**src/rtl/uart_cmd_wrapper_if.sv**
```systemverilog
// Byte-level handshake bundle between the UART transceiver, this command-assembly
// stage and the command processor.
interface uart_cmd_wrapper_if;
    localparam int unsigned BYTE_W = 8;
    localparam int unsigned CMD_W  = 24;

    logic              rx_rdy;
    logic [BYTE_W-1:0] rx_data;
    logic              clr_rx_rdy;
    logic [CMD_W-1:0]  cmd;
    logic              cmd_rdy;
    logic              clr_cmd_rdy;
    logic              frame_err;
    logic [BYTE_W-1:0] resp;
    logic              send_resp;
    logic              tx_start;
    logic [BYTE_W-1:0] tx_data;
    logic              tx_done;
    logic              resp_sent;

    // Environment side: UART transceiver plus command processor
    modport master (
        output rx_rdy, rx_data, clr_cmd_rdy, resp, send_resp, tx_done,
        input  clr_rx_rdy, cmd, cmd_rdy, frame_err, tx_start, tx_data, resp_sent
    );

    modport slave (
        input  rx_rdy, rx_data, clr_cmd_rdy, resp, send_resp, tx_done,
        output clr_rx_rdy, cmd, cmd_rdy, frame_err, tx_start, tx_data, resp_sent
    );
endinterface

```
**src/rtl/uart_cmd_wrapper.sv**
```systemverilog
// Assembles three UART bytes (MSB first) into a 24-bit command with an inter-byte
// timeout, and hands single response bytes back to the UART transmitter.
module uart_cmd_wrapper #(
    parameter int unsigned TIMEOUT_CYC = 1_000_000
) (
    input  logic                clk,
    input  logic                rst_n,
    uart_cmd_wrapper_if.slave   bus
);
    localparam int unsigned BYTE_W = 8;
    localparam int unsigned CMD_W  = 24;
    localparam int unsigned TMR_W  = 24;
    localparam logic [TMR_W-1:0] TMR_LAST = TMR_W'(TIMEOUT_CYC - 1);

    typedef enum logic [1:0] {B0, B1, B2, HOLD} rx_state_t;
    typedef enum logic       {TX_IDLE, TX_BUSY} tx_state_t;

    rx_state_t         rx_state, rx_state_n;
    logic [TMR_W-1:0]  timer, timer_n;
    logic [CMD_W-1:0]  cmd, cmd_n;
    logic              cmd_rdy, cmd_rdy_n;
    logic              clr_rx_rdy, clr_rx_rdy_n;
    logic              frame_err, frame_err_n;
    logic              accept;

    tx_state_t         tx_state, tx_state_n;
    logic [BYTE_W-1:0] tx_data, tx_data_n;
    logic              tx_start, tx_start_n;
    logic              resp_sent, resp_sent_n;

    // A byte still flagged while clr_rx_rdy is high has already been taken
    assign accept = bus.rx_rdy && !clr_rx_rdy && (rx_state != HOLD);

    always_ff @(posedge clk or negedge rst_n) begin
        if (!rst_n) begin
            rx_state   <= B0;
            timer      <= '0;
            cmd        <= '0;
            cmd_rdy    <= 1'b0;
            clr_rx_rdy <= 1'b0;
            frame_err  <= 1'b0;
            tx_state   <= TX_IDLE;
            tx_data    <= '0;
            tx_start   <= 1'b0;
            resp_sent  <= 1'b0;
        end else begin
            rx_state   <= rx_state_n;
            timer      <= timer_n;
            cmd        <= cmd_n;
            cmd_rdy    <= cmd_rdy_n;
            clr_rx_rdy <= clr_rx_rdy_n;
            frame_err  <= frame_err_n;
            tx_state   <= tx_state_n;
            tx_data    <= tx_data_n;
            tx_start   <= tx_start_n;
            resp_sent  <= resp_sent_n;
        end
    end

    // RX assembly; an accept on the expiry cycle takes priority over the timeout
    always_comb begin
        rx_state_n   = rx_state;
        timer_n      = timer;
        cmd_n        = cmd;
        cmd_rdy_n    = cmd_rdy;
        clr_rx_rdy_n = 1'b0;
        frame_err_n  = 1'b0;
        case (rx_state)
            B0: begin
                timer_n = '0;
                if (accept) begin
                    cmd_n[23:16] = bus.rx_data;
                    clr_rx_rdy_n = 1'b1;
                    rx_state_n   = B1;
                end
            end
            B1, B2: begin
                if (accept) begin
                    clr_rx_rdy_n = 1'b1;
                    timer_n      = '0;
                    if (rx_state == B1) begin
                        cmd_n[15:8] = bus.rx_data;
                        rx_state_n  = B2;
                    end else begin
                        cmd_n[7:0]  = bus.rx_data;
                        cmd_rdy_n   = 1'b1;
                        rx_state_n  = HOLD;
                    end
                end else if (timer == TMR_LAST) begin
                    timer_n     = '0;
                    frame_err_n = 1'b1;
                    rx_state_n  = B0;
                end else begin
                    timer_n = timer + TMR_W'(1);
                end
            end
            HOLD: begin
                timer_n = '0;
                if (bus.clr_cmd_rdy) begin
                    cmd_rdy_n  = 1'b0;
                    rx_state_n = B0;
                end
            end
            default: rx_state_n = B0;
        endcase
    end

    // TX handoff; requests arriving while busy are dropped
    always_comb begin
        tx_state_n  = tx_state;
        tx_data_n   = tx_data;
        tx_start_n  = 1'b0;
        resp_sent_n = 1'b0;
        case (tx_state)
            TX_IDLE: begin
                if (bus.send_resp) begin
                    tx_data_n  = bus.resp;
                    tx_start_n = 1'b1;
                    tx_state_n = TX_BUSY;
                end
            end
            TX_BUSY: begin
                if (bus.tx_done) begin
                    resp_sent_n = 1'b1;
                    tx_state_n  = TX_IDLE;
                end
            end
            default: tx_state_n = TX_IDLE;
        endcase
    end

    assign bus.cmd        = cmd;
    assign bus.cmd_rdy    = cmd_rdy;
    assign bus.clr_rx_rdy = clr_rx_rdy;
    assign bus.frame_err  = frame_err;
    assign bus.tx_data    = tx_data;
    assign bus.tx_start   = tx_start;
    assign bus.resp_sent  = resp_sent;
endmodule

```
**src/flat_wrapper.sv**
```systemverilog
// flat-port wrapper written by rule: the top's interface ports become plain ports
module uart_cmd_wrapper_flat 
#(
    parameter int unsigned TIMEOUT_CYC = 1_000_000
)
  (clk, rst_n, bus_rx_rdy, bus_rx_data, bus_clr_cmd_rdy, bus_resp, bus_send_resp, bus_tx_done, bus_clr_rx_rdy, bus_cmd, bus_cmd_rdy, bus_frame_err, bus_tx_start, bus_tx_data, bus_resp_sent);
  uart_cmd_wrapper_if bus_i ();
  input  logic clk;
  input  logic rst_n;
  input wire logic [$bits(bus_i.rx_rdy)-1:0] bus_rx_rdy;
  input wire logic [$bits(bus_i.rx_data)-1:0] bus_rx_data;
  input wire logic [$bits(bus_i.clr_cmd_rdy)-1:0] bus_clr_cmd_rdy;
  input wire logic [$bits(bus_i.resp)-1:0] bus_resp;
  input wire logic [$bits(bus_i.send_resp)-1:0] bus_send_resp;
  input wire logic [$bits(bus_i.tx_done)-1:0] bus_tx_done;
  output wire logic [$bits(bus_i.clr_rx_rdy)-1:0] bus_clr_rx_rdy;
  output wire logic [$bits(bus_i.cmd)-1:0] bus_cmd;
  output wire logic [$bits(bus_i.cmd_rdy)-1:0] bus_cmd_rdy;
  output wire logic [$bits(bus_i.frame_err)-1:0] bus_frame_err;
  output wire logic [$bits(bus_i.tx_start)-1:0] bus_tx_start;
  output wire logic [$bits(bus_i.tx_data)-1:0] bus_tx_data;
  output wire logic [$bits(bus_i.resp_sent)-1:0] bus_resp_sent;
  assign bus_i.rx_rdy = bus_rx_rdy;
  assign bus_i.rx_data = bus_rx_data;
  assign bus_i.clr_cmd_rdy = bus_clr_cmd_rdy;
  assign bus_i.resp = bus_resp;
  assign bus_i.send_resp = bus_send_resp;
  assign bus_i.tx_done = bus_tx_done;
  assign bus_clr_rx_rdy = bus_i.clr_rx_rdy;
  assign bus_cmd = bus_i.cmd;
  assign bus_cmd_rdy = bus_i.cmd_rdy;
  assign bus_frame_err = bus_i.frame_err;
  assign bus_tx_start = bus_i.tx_start;
  assign bus_tx_data = bus_i.tx_data;
  assign bus_resp_sent = bus_i.resp_sent;
  uart_cmd_wrapper #(.TIMEOUT_CYC(TIMEOUT_CYC)) u_core (.clk(clk), .rst_n(rst_n), .bus(bus_i));
endmodule
```
**config.mk**
```make
export PLATFORM = sky130hd
export DESIGN_NAME = uart_cmd_wrapper_flat
export DESIGN_NICKNAME = d
export VERILOG_FILES = /design/src/rtl/uart_cmd_wrapper_if.sv /design/src/rtl/uart_cmd_wrapper.sv /design/src/flat_wrapper.sv
export SDC_FILE = /design/constraint.sdc
export NUM_CORES = 1
export LEC_CHECK = 0
export CAP_MARGIN = 20
export CORE_ASPECT_RATIO = 0.9
export CORE_MARGIN = 4
export CORE_UTILIZATION = 50
export CTS_BUF_LIST = sky130_fd_sc_hd__clkbuf_16
export CTS_CLUSTER_DIAMETER = 50
export DETAILED_ROUTE_END_ITERATION = 10
export PLACE_DENSITY = 0.78
export SLEW_MARGIN = 20
export SYNTH_ARGS = -nofsm -noshare
export SYNTH_HDL_FRONTEND = slang
export SYNTH_SLANG_ARGS = --single-unit
```
**constraint.sdc**
```tcl
create_clock -name clk -period 2.6 [get_ports clk]
set_input_delay 0.52 -clock clk [delete_from_list [all_inputs] [get_ports clk]]
set_output_delay 0.52 -clock clk [all_outputs]
set_load 0.005 [all_outputs]
```
==> results of run 1 <==
## metrics by stage
stage	area, um^2	std cells
CTS	3810	376
floorplan	2880	240
finish	3810	376
global route	3810	376
global placement	3530	361
detailed placement	3530	361
## synthesized netlist by cell type, drive strengths merged
cell	n	area (um^2)
and2	6	37.5
a32oi	1	8.76
ha	6	75.1
a211o	1	8.76
nand2b	1	6.26
nand4	10	68.8
o21ai	5	36.3
buf	3	27.5
and3	4	25.0
nor2	20	77.6
and4	2	17.5
xor2	6	52.6
a21oi	11	55.1
dfrtp	64	1600
nor4	3	18.8
or2	1	6.26
inv	5	18.8
or3	5	36.3
nor4b	1	8.76
nor3	2	10.0
or4	8	60.1
mux2	32	360
o41ai	2	17.5
nand3	9	45.0
nor2b	1	6.26
nor3b	1	7.51
clkbuf	4	15.0
o211ai	1	7.51
or3b	2	17.5
o31ai	7	52.6
xnor2	6	52.6
nand2	10	37.5
## cell families (layout without fill, tap and decap cells)
logic type,after synthesis,after routing
AO/OA/AOI/OAI,28,28
XOR/XNOR,12,12
adder cells (fa/ha/maj),6,6
buffers and inverters,12,81
flip-flops,64,64
multiplexers,32,32
AND/OR/NAND/NOR,86,86
## state kept, by name (all words and copies together) (netlist names)
register	flops
u_core.tx_state	1
u_core.timer	24
u_core.bus.resp_sent	1
u_core.rx_state	2
u_core.bus.tx_data	8
u_core.bus.frame_err	1
u_core.bus.cmd	24
u_core.bus.cmd_rdy	1
u_core.bus.clr_rx_rdy	1
u_core.bus.tx_start	1
## layout make-up
| cell class | instances | share of cell area [%] |
|---|---|---|
| flip-flops and latches | 64 | 42.1 |
| well taps | 67 | 2.20 |
| multi-input cells | 164 | 31.9 |
| inverters | 5 | 0.493 |
| clock buffers | 9 | 5.92 |
| repair buffers | 61 | 16.0 |
| clock inverters | 6 | 1.38 |
## power by group through the flow
stage                     clock, mW  combinational (mW)  sequential [mW]
final                          1.11                1.21             1.43
after global placement            0                1.21             1.43
after global routing           1.19                1.34             1.47
after detailed placement          0                1.23             1.44
after floorplan                   0               0.594             1.44
after CTS                      1.13                1.24             1.43
## cell usage in the layout (no fill, tap or decap), types with 7 or more instances in the layout
master           instances
nand2_1                 10
clkbuf_16                9
nor2_1                  19
a21oi_1                 11
o31ai_1                  7
or4_1                    8
nand3_1                  9
clkdlybuf4s50_1         57
mux2_2                  32
nand4_1                  9
dfrtp_1                 64
## final timing paths
check,from,end,slack [ps],depth (start not counted)
hold / removal,rst_n,u_core.bus.tx_data[0],100,1
hold reg to reg,u_core.bus.cmd[15],u_core.bus.cmd[15],500,1
setup reg to reg,u_core.timer[7],u_core.rx_state[1],440,4
setup / recovery,u_core.timer[7],u_core.rx_state[1],440,4
min in group clk,u_core.bus.cmd[15],u_core.bus.cmd[15],500,1
max in group asynchronous,rst_n,u_core.bus.cmd[14],1940,2
## metal layers
layer	GRT usage (%)	vias up	routed length (um)
li1	-	1000	-
met5	0	-	0
met1	23.4	1012	2570
met3	6.50	8	336
met2	29.6	59	2850
met4	5.52	0	93
## worst max-delay path, cell delays in order, from the launching register on
cell and delay (ps):
dfrtp_1 430, or4_1 510, or3_4 370, o21ai_4 540
o21ai_0 160
==> impl_metrics.yaml, run 1 <==
status:
  status: "finished clean"
synth:
  yosys.cell_types.count: 37
  synth-compound-area-share_pct: 6.48
  synth_simple_gate_area_share_pct: 16.9
  ys_ff_latch: 64
  synth-adder-area-share_pct: 2.61
  synth_xor_area_share_pct: 3.65
  synthesis.area_um2: 2880
  ys_warn_count: 0
  syn-num-nets: 268
  ys_seq_area_share_pct: 55.7
  synth_top_family_by_area: "simple AND/OR/NAND/NOR gates"
  avgSynthCellArea_um2: 12.0
  synth_cells: 240
  synthMuxAreaShare_pct: 12.5
power:
  power_frac_seq_pct: 38.0
  clkPwrFrac_pct: 29.6
  combinationalPowerShare_pct: 32.3
  p_int_mw: 2.73
  p_leak_nw: 1.58
  sw_frac_of_total_pct: 27.3
  p_total_mw: 3.75
  powerDensity_nw_per_um2: 987
  ir_drop_mv: 0.650
  p_sw_mw: 1.03
timing:
  hold_ws_ps: 96.2
  drv_slew: 0
  slew_headroom_pct: 57.7
  setup_viol: 0
  finalWorstSetupSlack_ps: 445
  max_freq_mhz: 464
  worstMarginPinSlew_ps: 631
  fin_crit_sh_pct: 82.9
  period_minus_slack_ps: 2160
  hold_viol_final: 0
  finalSetupTns_ps: 0
  finClkSkew_ps: 2.31
  rsz0062_at_grt: "false"
critical_path:
  required_ps: 2770
  critical_path_arrival_ps: 2330
  crit_fanout: 25
  critPathKind: "flip-flop to flip-flop"
  crit_path_end_kind: "flip-flop"
  start_kind: "flip-flop"
floorplanning:
  rows: 25
  initial_utilization_pct: 53.2
  coreArea_um2: 5410
  die_area_um2: 7030
  chipWidth_um: 88.0
  die_y_um: 80.0
  ioPinCount: 59
clocking:
  postCtsSetupBuffers: 0
  cts_buffers: 9
  cts.sinks: 64
  cts_tree: "done"
  htree_num_levels: 3
  path_clk_slew_ps: 50
  holdBufCountCts: 0
  cts.root.buffer_cell: "clkbuf_16"
  cts_resized: 0
  clk_latency_ps: 320
  cts_buffer_depth: 2
job:
  maxCapViolCount: 0
drt:
  wirelength_mm: 5.85
  final_antenna_net_count: 0
  first_iter_violations: 91
  route.vias.total: 2079
  drc: 0
  avgViaCountPerCell: 5.53
  first_pass_iters: 4
  wl_per_cell_um: 15.6
global_routing:
  grt_max_degree: 52
  antenna_found_initial: 0
  grt_pass1_vias: 2089
  grt_use_total_pct: 18.4
  grt-ovfl-total: 0
  grt_pass1_wl_mm: 9.96
worst_hold_path:
  min_path_type: "primary input to asynchronous set/reset pin"
cells_and_area:
  drive_gt1_share_pct: 18.1
  antennaDiodeCount: 0
  area_delta_synth_final_pct: 32.3
  fillCellCount: 390
  regArea_um2: 1600
  nets: 333
  multi_input_area_um2: 1210
  fin_util_pct: 70.3
placed_design:
  dp_hpwl_mm: 4.05
  post-place-ws_ps: 201
  io_buffer_count: 58
  globalplace.congestion: 0.799
(Power assumes the default switching activity.)
==> inputs of run 2 (changes only) <==
--- a/config.mk
+++ b/config.mk
@@ -8,11 +8,11 @@
 export CAP_MARGIN = 20
 export CORE_ASPECT_RATIO = 0.9
 export CORE_MARGIN = 4
-export CORE_UTILIZATION = 50
+export CORE_UTILIZATION = 46
 export CTS_BUF_LIST = sky130_fd_sc_hd__clkbuf_16
 export CTS_CLUSTER_DIAMETER = 50
 export DETAILED_ROUTE_END_ITERATION = 10
-export PLACE_DENSITY = 0.78
+export PLACE_DENSITY = 0.76
 export SLEW_MARGIN = 20
 export SYNTH_ARGS = -nofsm -noshare
 export SYNTH_HDL_FRONTEND = slang
==> constraint.sdc (replaced) <==
create_clock -name clk -period 1.9 [get_ports clk]
set_input_delay 0.38 -clock clk [delete_from_list [all_inputs] [get_ports clk]]
set_output_delay 0.38 -clock clk [all_outputs]
set_load 0.005 [all_outputs]
==> impl_metrics.yaml, run 2 (synthesized netlist as in run 1, its figures left out) <==
status:
  status: "finished clean"
clocking:
  htree_num_levels: 3
  holdBufCountCts: 0
  clk_latency_ps: 330
  cts.sinks: 64
  cts.root.buffer_cell: "clkbuf_16"
  cts_buffer_depth: 2
  path_clk_slew_ps: 50
  cts_buffers: 9
  cts_tree: "done"
critical_path:
  rr_worst_depth: 5
  crit_fanout: 11
  required_ps: 2090
  start_kind: "flip-flop"
  r2r-end: "u_core.timer[19]"
  regToRegStartpoint: "u_core.timer[20]"
  slowest_stage: "or4_1"
  crit_path_end_kind: "flip-flop"
  critical_path_arrival_ps: 2050
  reg2reg_setup_slack_ps: 40
  max_stage_delay_ps: 530
  crit_path_start: "u_core.timer[20]"
  path_cells: "or4_1, or3_4, o21ai_4, buf_12, a21oi_1"
  critPathKind: "flip-flop to flip-flop"
cells_and_area:
  final_cell_area_um2: 4030
  area_delta_synth_final_pct: 40.1
  nets: 350
  layout_common_cells: "dfrtp_1, clkdlybuf4s50_1, mux2_2"
  multi_input_area_um2: 1230
  final_common_cell: "dfrtp_1"
  antennaDiodeCount: 0
  top_regs: "u_core.bus.cmd: 24 flops, u_core.timer: 24 flops, u_core.bus.tx_data: 8 flops"
  fillCellCount: 468
  drive_gt1_share_pct: 23.5
  regArea_um2: 1600
timing:
  finClkSkew_ps: 6.42
  setup_viol: 0
  period_minus_slack_ps: 1860
  fin_crit_sh_pct: 97.7
  hold_viol_final: 0
  worstMarginPinSlew_ps: 395
  drv_slew: 0
  rsz0062_at_grt: "true"
  finalSetupTns_ps: 0
  slew_headroom_pct: 73.4
  max_freq_mhz: 539
floorplanning:
  chipWidth_um: 91.4
  initial_utilization_pct: 47.3
  die_y_um: 83.0
  rows: 27
  die_area_um2: 7580
  ioPinCount: 59
  coreArea_um2: 6080
global_routing:
  grt-ovfl-total: 0
  grt_pass1_wl_mm: 10.6
  grt_pass1_vias: 2217
  grt_max_degree: 65
  grt_use_total_pct: 17.8
  antenna_found_initial: 0
drt:
  first_iter_violations: 103
  drc: 0
  first_pass_iters: 4
  wl_per_cell_um: 15.3
  wirelength_mm: 6.09
  avgViaCountPerCell: 5.37
  route.vias.total: 2144
  final_antenna_net_count: 0
placed_design:
  globalplace.congestion: 0.863
  placed_cell_area_um2: 3700
  io_buffer_count: 58
  dp_hpwl_mm: 4.34
power:
  powerDensity_nw_per_um2: 1390
  p_leak_nw: 1.69
  ir_drop_mv: 0.946
worst_hold_path:
  min_path_type: "primary input to asynchronous set/reset pin"
job:
  maxCapViolCount: 0
[run 2: changes by cell type in the layout (fill, tap and decap cells not counted), moves of 2 or more]
cell,before,now
buf_12,1,4
buf_4,2,16
clkinv_2,3,1
clkinvlp_4,0,2
[run 2: worst max-delay path: cells and delay by family, from the launching register on]
kind                   cells  cell delay (ps)
flip-flops                 1              400
AO/OA/AOI/OAI              2              260
buffers and inverters      1              160
AND/OR/NAND/NOR            2              900
[run 2: how the worst max path moves through the flow]
stage | end | cells past startpoint
after global placement | u_core.bus.cmd_rdy | 5
after CTS | u_core.timer[19] | 5
final | u_core.timer[19] | 5
after floorplan | u_core.bus.cmd_rdy | 5
after detailed placement | u_core.bus.cmd_rdy | 5
after global routing | u_core.timer[6] | 5
[run 2: where the power goes]
group	internal, mW	leakage [nW]	switching [mW]
clock	1.13	0.150	0.577
combinational	1.22	0.725	0.748
sequential	1.73	0.813	0.198
[run 2: final cells by class]
type | count | share of cell area, %
Tap cell | 72 | 2.23
Inverter | 5 | 0.466
Clock buffer | 9 | 5.59
Sequential cell | 64 | 39.7
Timing Repair Buffer | 78 | 19.2
Clock inverter | 7 | 2.17
Multi-Input combinational cell | 164 | 30.6
[run 2: metal layers]
metal	global-route usage (%)	vias up	wire length (um)
met2	28.0	38	2970
met3	6.88	8	259
met5	0	-	0
met4	5.07	0	58
li1	-	1045	-
met1	22.9	1053	2800
[run 2: per-stage QoR]
step / setup slack (ps) / total power, mW / instances / hold WS, ps / util (%)
after detailed placement: -265 / 3.92 / 382 / 421 / 60.8
after floorplan: 8.05 / 2.80 / 240 / 84.4 / -
after global placement: -211 / 3.86 / 382 / 419 / 60.8
final: 43.5 / 5.62 / 399 / 59.6 / 66.3
after global routing: -37.1 / 5.96 / 399 / 70.1 / 66.3
after CTS: 20.4 / 5.67 / 398 / 70.7 / 66.0
[run 2: repair_timing]
action	4_1_cts	5_1_grt
setup endpoints to repair	2	26
pin swaps	0	1
gates cloned	0	0
buffers inserted	0	1
resized for setup	2	2
==> inputs of run 3 (changes only) <==
--- a/config.mk
+++ b/config.mk
@@ -12,7 +12,9 @@
 export CTS_BUF_LIST = sky130_fd_sc_hd__clkbuf_16
 export CTS_CLUSTER_DIAMETER = 50
 export DETAILED_ROUTE_END_ITERATION = 10
+export GPL_ROUTABILITY_DRIVEN = 0
 export PLACE_DENSITY = 0.76
+export REMOVE_ABC_BUFFERS = 1
 export SLEW_MARGIN = 20
 export SYNTH_ARGS = -nofsm -noshare
 export SYNTH_HDL_FRONTEND = slang
==> impl_metrics.yaml, run 3 (synthesized netlist as in run 1, its figures left out) <==
floorplanning:
  chipWidth_um: 91.4
  initial_utilization_pct: 47.3
  rows: 27
  coreArea_um2: 6080
  ioPinCount: 59
  die_area_um2: 7580
  die_y_um: 83.0
placed_design:
  dp_hpwl_mm: 4.27
  post-place-ws_ps: -229
  io_buffer_count: 58
  placed_cells: 382
status:
  status: "finished clean"
clocking:
  cts.root.buffer_cell: "clkbuf_16"
  cts_buffers: 9
  cts_tree: "done"
  path_clk_slew_ps: 50
  htree_num_levels: 3
  cts.sinks: 64
  postCtsSetupBuffers: 0
  clk_latency_ps: 310
  cts_buffer_depth: 2
timing:
  drv_slew: 0
  worstMarginPinSlew_ps: 375
  setup_viol: 0
  rsz0062_at_grt: "true"
  max_freq_mhz: 528
  finClkSkew_ps: 9.66
  hold_viol_final: 0
  finalWorstSetupSlack_ps: 7.34
  period_minus_slack_ps: 1890
  slew_headroom_pct: 74.7
  fin_crit_sh_pct: 99.6
cells_and_area:
  drive_gt1_share_pct: 23.8
  layout_common_cells: "dfrtp_1, clkdlybuf4s50_1, mux2_2"
  antennaDiodeCount: 0
  area_delta_synth_final_pct: 40.5
  top_regs: "u_core.bus.cmd: 24 flops, u_core.timer: 24 flops, u_core.bus.tx_data: 8 flops"
  nets: 349
  final_cell_count_no_fill: 396
  final_common_cell: "dfrtp_1"
drt:
  route.vias.total: 2212
  first_iter_violations: 106
  drc: 0
  final_antenna_net_count: 0
  wl_per_cell_um: 16.2
  avgViaCountPerCell: 5.59
  first_pass_iters: 4
  wirelength_mm: 6.41
global_routing:
  antenna_found_initial: 0
  grt-ovfl-total: 0
  grt_max_degree: 65
  grt_pass1_wl_mm: 10.6
  grt_pass1_vias: 2243
  grt_use_total_pct: 17.4
critical_path:
  path_cells: "or4_4, or3_4, o21ai_4, buf_12, nor2_1"
  rr_worst_depth: 5
  start_kind: "flip-flop"
  path_buf_inv: 1
  critical_path_arrival_ps: 2090
  required_ps: 2090
  slowest_stage: "or4_4"
  max_stage_delay_ps: 540
  crit_fanout: 15
  crit_family: "simple AND/OR/NAND/NOR gates"
  crit_cells: 5
  crit_path_end_kind: "flip-flop"
  critPathKind: "flip-flop to flip-flop"
job:
  maxCapViolCount: 0
worst_hold_path:
  min_path_type: "primary input to asynchronous set/reset pin"
power:
  ir_drop_mv: 0.808
  p_leak_nw: 1.68
  powerDensity_nw_per_um2: 1390
run 3: cell types whose count changed in the layout (fill, tap and decap cells not counted), sizes merged:
cell,delta
buf,-1
clkinv,-1
clkinvlp,-1
run 3: path summary, 6_finish.rpt:
path / slack (ps) / start / to
max: 7 / u_core.timer[20] / u_core.timer[3]
min: 60 / rst_n / u_core.timer[19]
max reg2reg: 7 / u_core.timer[20] / u_core.timer[3]
min reg2reg: 500 / u_core.timer[0] / u_core.timer[0]
max in group asynchronous: 1560 / rst_n / u_core.bus.cmd_rdy
min in group clk: 500 / u_core.timer[0] / u_core.timer[0]
run 3: layout make-up:
cell class	instances	area, um^2
Inverter	5	18.8
Multi-Input combinational cell	164	1240
Fill cell	445	2040
Clock inverter	5	75.1
Sequential cell	64	1600
Tap cell	72	90.1
Clock buffer	9	225
Timing Repair Buffer	77	793
run 3: power by group:
group / internal (mW) / switching, mW
clock network: 1.12 / 0.526
logic: 1.25 / 0.761
registers: 1.74 / 0.214
run 3: worst register-to-register path: cells and delay by family (launching register included):
| family | cells | cell delay (ps) |
|---|---|---|
| buffers and inverters | 1 | 170 |
| flip-flops | 1 | 410 |
| AO/OA/AOI/OAI | 1 | 220 |
| AND/OR/NAND/NOR | 3 | 980 |
run 3: metal layers:
| layer | part of all wire [%] | GRT usage [%] | vias up | routed length [um] |
|---|---|---|---|---|
| met5 | 0 | 0 | - | 0 |
| li1 | - | - | 1037 | - |
| met2 | 51 | 29.0 | 62 | 3270 |
| met4 | 0.45 | 5.75 | 0 | 29 |
| met3 | 5.9 | 5.43 | 2 | 377 |
| met1 | 43 | 21.5 | 1111 | 2740 |
run 3: what timing repair did:
action,4_1_cts,5_1_grt
setup endpoints to repair,1,28
gates resized for setup,0,6
hold buffers,0,0
pin swaps,1,0
gates cloned,0,0
run 3: metrics by stage:
stage / instance area [um^2] / utilization, % / power (mW) / hold slack (ps) / TNS, ps
after global routing: 4040 / 66.4 / 5.92 / 84.9 / -494
after floorplan: 2830 / - / 2.71 / 84.4 / -212
final: 4040 / 66.4 / 5.61 / 60.5 / 0
after global placement: 3720 / 61.1 / 3.90 / 419 / -5580
after CTS: 4020 / 66.1 / 5.64 / 87.9 / 0
after detailed placement: 3720 / 61.1 / 3.96 / 421 / -6470
